**config.mk**
```make
export PLATFORM = sky130hd
export DESIGN_NAME = cdr_phase_ctrl
export DESIGN_NICKNAME = d
export VERILOG_FILES = /design/src/rtl/cdr_phase_ctrl.sv
export SDC_FILE = /design/constraint.sdc
export NUM_CORES = 1
export LEC_CHECK = 0
export CAP_MARGIN = 20
export CELL_PAD_IN_SITES_DETAIL_PLACEMENT = 2
export CELL_PAD_IN_SITES_GLOBAL_PLACEMENT = 2
export CORE_UTILIZATION = 35
export DETAILED_ROUTE_END_ITERATION = 10
export DONT_BUFFER_PORTS = 1
export GPL_ROUTABILITY_DRIVEN = 0
export PLACE_DENSITY_LB_ADDON = 0.1
export SLEW_MARGIN = 20
export SYNTH_ARGS = -nofsm -noshare
export SYNTH_HDL_FRONTEND = slang
export SYNTH_SLANG_ARGS = --single-unit
export TNS_END_PERCENT = 5
```
**constraint.sdc**
```tcl
create_clock -name clk_in -period 3.3 [get_ports clk_in]
set_input_delay 0.66 -clock clk_in [delete_from_list [all_inputs] [get_ports clk_in]]
set_output_delay 0.66 -clock clk_in [all_outputs]
set_load 0.005 [all_outputs]
```
**src/rtl/cdr_phase_ctrl.sv**
```systemverilog
// rtl/cdr_phase_ctrl.sv - CDR phase-selection controller: vote integration, phase stepping, settle hold, lock.
module cdr_phase_ctrl #(
    parameter int N_PHASES = 4,
    parameter int PH_W     = 2,
    parameter int ACC_W    = 6,
    parameter int THRESH   = 8,
    parameter int HOLD_CYC = 4,
    parameter int LOCK_CNT = 16
) (
    input  logic            clk_in,
    input  logic            rst,
    input  logic            en,
    input  logic            pd_valid,
    input  logic            pd_early,
    input  logic            pd_late,
    output logic [PH_W-1:0] phase_sel,
    output logic            step_pulse,
    output logic            step_dir,
    output logic            slip,
    output logic            locked
);
    localparam int LK_W = $clog2(LOCK_CNT + 1);
    localparam int HD_W = $clog2(HOLD_CYC + 1);
    localparam int AMAX = (1 << (ACC_W - 1)) - 1;

    localparam logic signed [ACC_W:0]   SUM_MAX = (ACC_W + 1)'(AMAX);
    localparam logic signed [ACC_W:0]   SUM_MIN = -SUM_MAX;
    localparam logic signed [ACC_W-1:0] THR_P   = ACC_W'(THRESH);
    localparam logic signed [ACC_W-1:0] THR_N   = -THR_P;

    typedef enum logic [1:0] {IDLE, TRACK, STEP, HOLD} state_t;

    state_t                  state_q;
    logic [PH_W-1:0]         phase_q;
    logic signed [ACC_W-1:0] acc_q;
    logic [LK_W-1:0]         lock_cnt_q;
    logic [HD_W-1:0]         hold_cnt_q;
    logic                    dir_q;
    logic                    step_pulse_q, step_dir_q, slip_q, locked_q;

    logic signed [1:0]       vote;
    logic signed [ACC_W:0]   acc_sum;
    logic signed [ACC_W-1:0] acc_d;
    logic [LK_W-1:0]         lock_cnt_d;
    logic [PH_W-1:0]         phase_d;
    logic                    cross_up, cross_dn, wrap;

    always_comb begin
        vote = 2'sd0;
        if (pd_late && !pd_early) begin
            vote = 2'sd1;
        end else if (pd_early && !pd_late) begin
            vote = -2'sd1;
        end
        // One extra bit of headroom so saturation is detected before it can wrap.
        acc_sum = {acc_q[ACC_W-1], acc_q} + {{(ACC_W - 1){vote[1]}}, vote};
        if (acc_sum > SUM_MAX) begin
            acc_d = SUM_MAX[ACC_W-1:0];
        end else if (acc_sum < SUM_MIN) begin
            acc_d = SUM_MIN[ACC_W-1:0];
        end else begin
            acc_d = acc_sum[ACC_W-1:0];
        end
        cross_up   = (acc_d >= THR_P);
        cross_dn   = (acc_d <= THR_N);
        lock_cnt_d = (lock_cnt_q == LK_W'(LOCK_CNT)) ? lock_cnt_q : lock_cnt_q + 1'b1;
        phase_d    = dir_q ? phase_q + 1'b1 : phase_q - 1'b1;
        wrap       = dir_q ? (phase_q == PH_W'(N_PHASES - 1)) : (phase_q == '0);
    end

    always_ff @(posedge clk_in) begin
        if (rst) begin
            state_q      <= IDLE;
            phase_q      <= '0;
            acc_q        <= '0;
            lock_cnt_q   <= '0;
            hold_cnt_q   <= '0;
            dir_q        <= 1'b0;
            step_pulse_q <= 1'b0;
            step_dir_q   <= 1'b0;
            slip_q       <= 1'b0;
            locked_q     <= 1'b0;
        end else begin
            step_pulse_q <= 1'b0;
            slip_q       <= 1'b0;
            case (state_q)
                IDLE: begin
                    if (en) state_q <= TRACK;
                end
                TRACK: begin
                    if (en && pd_valid) begin
                        if (cross_up || cross_dn) begin
                            dir_q   <= cross_up;
                            state_q <= STEP;
                        end else begin
                            acc_q      <= acc_d;
                            lock_cnt_q <= lock_cnt_d;
                            if (lock_cnt_d == LK_W'(LOCK_CNT)) locked_q <= 1'b1;
                        end
                    end
                end
                // STEP ignores en so a step already committed always completes.
                STEP: begin
                    phase_q      <= phase_d;
                    step_pulse_q <= 1'b1;
                    step_dir_q   <= dir_q;
                    slip_q       <= wrap;
                    acc_q        <= '0;
                    lock_cnt_q   <= '0;
                    locked_q     <= 1'b0;
                    hold_cnt_q   <= HD_W'(HOLD_CYC);
                    state_q      <= HOLD;
                end
                HOLD: begin
                    if (en) begin
                        if (hold_cnt_q <= HD_W'(1)) begin
                            hold_cnt_q <= '0;
                            state_q    <= TRACK;
                        end else begin
                            hold_cnt_q <= hold_cnt_q - 1'b1;
                        end
                    end
                end
                default: state_q <= IDLE;
            endcase
        end
    end

    assign phase_sel  = phase_q;
    assign step_pulse = step_pulse_q;
    assign step_dir   = step_dir_q;
    assign slip       = slip_q;
    assign locked     = locked_q;
endmodule

```
==> flow_summary.toml, run 1 <==
[worst_setup_path]
end_kind = "flip-flop"
worstSetupPathType = "primary input to flip-flop"
crit_fanout = 3
worstPathArrival_ns = 3.26
required_ns = 3.46
startpoint_type = "primary input"

[floorplan]
die_width_um = 72.49
core_area_um2 = 4755
ios = 12
rows = 25
dieArea_um2 = 5255
start_util_pct = 36.58
die_height_um = 72.49

[cells_and_area]
nNetsFinal = 229
drive_above_1_share_pct = 13.53
area_delta_synth_final_pct = 9.568
fin_util_pct = 40.08
diodes = 0
fillers = 573
regArea_um2 = 460.4
fin_area_um2 = 1906
multiInputGateArea_um2 = 1184
final_cell_count_no_fill = 274

[timing]
hold_viol = 0
fmax_ghz = 0.3229
worst_pin_slew_ns = 0.4937
grt_setup_unrepaired = "false"
period_minus_slack_ns = 3.097
finalSetupViolations = 0
fin_ws_ns = 0.2029
finalCritPeriodShare_pct = 93.85
skew_ns = 0.002436
maxSlewHeadroom_pct = 66.74
drv_slew = 0

[route]
avgViaCountPerCell = 5.416
wire_per_inst_um = 16.49
vias = 1484
drc_errors = 0
drt_iter0_drc = 52
ant_nets = 0
firstDrtPassIters = 4
wirelength_um = 4517

[yosys]
netlist_instances = 202
synth_edf_count = 0
avgSynthCellArea_um2 = 8.610
synth_nets = 223
yosys-top-cells-area = "dfxtp_1 26%, ha_1 10%, nor2_1 4.3%"
synth_seq_area_share_pct = 26.47
synthesis.area_um2 = 1739
synth_seq_cells = 23
synth_common_cells = "23 x dfxtp_1, 20 x nor2_1, 16 x inv_1"
synthFlopType = "dfxtp_1"
yosysTopAreaCell = "dfxtp_1"
ys_warn_count = 0
synth.most_common_cell = "dfxtp_1"
synth.top_cell.area_share_pct = 26.47
synth_cell_types = 58
synth-async-reset-ratio_pct = 0

[clocking]
cts.htree.levels = 1
worstSkewPairLatency_ns = 0.26
clockBufferDepth = 2
post_cts_buffers = 0
cts.clk_slew.worst_paths_ns = 0.08
cts_tree = "done"
cts-resized-gates = 0
cts_buffers = 3
cts-root-buf = "clkbuf_8"
ctsHoldBuffers = 0
cts.sinks = 23

[placement]
place_ws_ns = -0.1724
dp_hpwl_um = 3735
placedCellCount = 270
numPortBuffers = 0
place_area_um2 = 1858

[power_and_ir_drop]
power.density_nw_per_um2 = 504.9
p_leak_nw = 0.7413
ir_drop_mv = 0.2412

[grt]
grt_start_max_net_pins = 20
antenna_found_initial = 0
overflow = 0
first_global_vias = 1617
use_met2_pct = 33.33
grt_use_total_pct = 18.58
gr-usage-met1_pct = 23.72
grt_pass1_wl_um = 7665
top_usage_layer = "met2"
use_met3_pct = 3.611

[run_status]
status = "finished clean"

[run]
cap_violations = 0

[min_path]
min_path_type = "primary input to flip-flop"
power breakdown:
group	internal [mW]	switching, mW	leakage, nW
clock	0.0862	0.0898	0.0228
combinational	0.190	0.220	0.532
sequential	0.323	0.0529	0.187
cell type report:
| type | instances | share of cell area (%) |
|---|---|---|
| multi-input combinational | 156 | 62.11 |
| sequential | 23 | 24.16 |
| tap | 67 | 4.399 |
| timing repair buffer | 8 | 3.808 |
| inverter | 16 | 3.152 |
| clock buffer | 4 | 2.364 |
layer usage:
| metal | wire (um) | part of all wire (%) |
|---|---|---|
| met4 | 14 | 0.31 |
| met1 | 2070 | 46 |
| met2 | 2258 | 50 |
| met3 | 173 | 3.8 |
| met5 | 0 | 0 |
worst paths after layout:
kind | start | to | slack, ns | cells after the start
worst min-delay path | rst | hold_cnt_q[2] | 0.46 | 1
worst max-delay path | pd_late | state_q[0] | 0.20 | 13
worst min register to register | acc_q[0] | acc_q[0] | 0.48 | 1
worst max register to register | acc_q[0] | state_q[0] | 0.58 | 10
stage by stage:
stage / hold WS (ns) / TNS, ns / total power [mW]
finish: 0.4585 / 0 / 0.9621
floorplan: 0.4388 / 0 / 0.6810
global placement: 0.4711 / -0.09110 / 0.7659
detailed placement: 0.4744 / -0.7545 / 0.7978
CTS: 0.4508 / 0 / 0.9787
global route: 0.4502 / 0 / 1.038
cells by family after synthesis:
group / count (synthesis) / synth area share [%]
compound gates: 46 / 21.08
xor+xnor: 9 / 4.533
fa+ha+maj: 15 / 11.22
buf+inv: 23 / 5.756
flops: 23 / 26.47
mux: 8 / 5.036
simple gates: 78 / 25.90
critical path, stage by stage:
cell and delay (ns):
inv_1 0.03, ha_1 0.26, inv_1 0.06, ha_1 0.16, inv_1 0.06, fa_1 0.42, nor2b_2 0.18, a221oi_4 0.09
a41o_1 0.29, nor2_2 0.17, mux2_2 0.38, o21ai_2 0.18, mux2_4 0.31
placed cells by master (no fill, tap or decap), types with 2 or more instances in the layout:
master     synthesis  layout
a211oi_1           3       3
a21o_1             3       3
a21oi_1           10      10
a31oi_1            2       2
and2_1             4       4
buf_4              1       7
clkbuf_8           0       3
dfxtp_1           23      23
ha_1              14      14
inv_1             16      16
mux2_2             2       2
mux2i_1            5       5
nand2_1            6       6
nand2b_1           9       9
nand3_1            9       9
nand4_1            2       2
nor2_1            20      20
nor2_4             2       2
nor2b_1            4       2
nor2b_2            0       2
nor3_1             6       6
nor3b_1            3       3
nor4_1             2       2
o211ai_1           2       2
o21ai_0            3       3
o2bb2ai_1          3       3
o31a_1             2       2
o32ai_1            3       3
or2_2              2       2
xnor2_1            3       3
xor2_1             6       6
sequential cells by signal, indices dropped and copies added (netlist names):
register and count:
acc_q 6, lock_cnt_q 5, hold_cnt_q 3, phase_sel 2, state_q 2, dir_q 1
locked 1, slip 1, step_dir 1, step_pulse 1
No activity file was read; power rests on OpenSTA's default activity.
==> inputs of run 2 (changes only) <==
clock period = 2.48 ns   (was 3.3 ns; I/O delays follow)
==> flow_summary.toml, run 2 (same netlist as run 1, synthesis figures left out) <==
[timing]
maxSlewHeadroom_pct = 69.57
setup_tns_ns = -2.492
worst_pin_slew_ns = 0.4516
hold_viol = 0
finalSetupViolations = 14
finalCritPeriodShare_pct = 109.1
period_minus_slack_ns = 2.706
skew_ns = 0.01095
drv_slew = 0
grt_setup_unrepaired = "true"
fin_ws_ns = -0.2259
fmax_ghz = 0.3696

[placement]
numPortBuffers = 0
dp_hpwl_um = 3791
place_area_um2 = 1972

[grt]
grt_start_max_net_pins = 20
antenna_found_initial = 0
grt_use_total_pct = 20.37
first_global_vias = 1684
grt_pass1_wl_um = 8293
overflow = 0

[cells_and_area]
final_cell_mix = "23 x dfxtp_1, 20 x buf_4, 19 x nor2_1"
fin_util_pct = 44.87
nNetsFinal = 242
max_flop_register = "acc_q"
diodes = 0
drive_above_1_share_pct = 27.73
fin_area_um2 = 2133
fillers = 540
regArea_um2 = 460.4
largestRegisters = "acc_q x6, lock_cnt_q x5, hold_cnt_q x3"
largest_reg_flops = 6
layout_commonest_cell = "dfxtp_1"
area_delta_synth_final_pct = 22.66
multiInputGateArea_um2 = 1309

[power_and_ir_drop]
ir_drop_mv = 0.2289
p_leak_nw = 0.8235
total_power_mw = 1.381
power.density_nw_per_um2 = 647.1

[floorplan]
die_height_um = 72.49
core_area_um2 = 4755
rows = 25
start_util_pct = 36.58
ios = 12
dieArea_um2 = 5255
die_width_um = 72.49

[clocking]
cts.clk_slew.worst_paths_ns = 0.10
clockBufferDepth = 2
cts.sinks = 23
cts_buffers = 3
cts_tree = "done"
cts-root-buf = "clkbuf_8"
worstSkewPairLatency_ns = 0.28
ctsHoldBuffers = 0
cts.htree.levels = 1

[route]
avgViaCountPerCell = 5.300
met3_length_um = 85
firstDrtPassIters = 4
wl_met2_um = 2562
wirelength_um = 4988
vias = 1521
top_layer = "met4"
wl_met1_um = 2283
wire_per_inst_um = 17.38
drt_iter0_drc = 47
ant_nets = 0
drc_errors = 0

[worst_setup_path]
startpoint_type = "primary input"
worstSetupPathType = "primary input to flip-flop"
end_kind = "flip-flop"
worstPathArrival_ns = 2.93
required_ns = 2.70
crit_fanout = 5

[run_status]
violations = "negative setup slack"
status = "finished with violations"

[run]
cap_violations = 0

[min_path]
min_path_type = "primary input to flip-flop"
[run 2: path summary, 6_finish.rpt]
check                        to     start  slack [ns]  cells past startpoint
setup / recovery       acc_q[1]   pd_late       -0.23                     14
hold reg to reg          locked    locked        0.50                      2
setup reg to reg       acc_q[1]  acc_q[0]       -0.16                     12
hold / removal    hold_cnt_q[2]       rst        0.27                      1
[run 2: critical path, stage by stage]
cell      delay (ns)
inv_12          0.01
ha_4            0.24
inv_2           0.03
ha_4            0.15
inv_2           0.05
fa_2            0.25
nor2b_4         0.06
a221oi_4        0.36
a41o_2          0.34
nor3_2          0.08
a221o_4         0.48
buf_4           0.16
nor3_2          0.11
a21o_1          0.10
[run 2: metal layers]
metal / track usage, % / up-vias
met5: 0 / -
met4: 5.882 / 0
met3: 2.778 / 5
met2: 36.97 / 10
met1: 24.89 / 747
li1: - / 759
[run 2: cell type report]
cell class	count	share of cell area, %
multi-input cells	156	61.35
flip-flops and latches	23	21.58
repair buffers	21	7.566
well taps	67	3.930
inverters	16	3.402
clock buffers	3	1.935
clock inverters	1	0.2346
[run 2: stage by stage]
step	hold slack (ns)	std cells	setup WS, ns
5_1_grt	0.2637	287	-0.3112
6_report	0.2742	287	-0.2259
3_3_place_gp	0.4736	279	-0.4669
3_5_place_dp	0.4953	279	-0.5590
4_1_cts	0.2730	286	-0.2176
2_1_floorplan	0.4570	202	-0.3908
[run 2: repair_timing]
action,in CTS,in global routing
buffers inserted,3,1
pin swaps,7,12
gates resized for setup,9,7
gates cloned,0,0
setup endpoints to repair,15,15
[run 2: power breakdown]
part / switching [mW] / internal [mW] / total [mW]
registers: 0.0669 / 0.430 / 0.497
clock network: 0.138 / 0.113 / 0.251
logic: 0.330 / 0.302 / 0.632
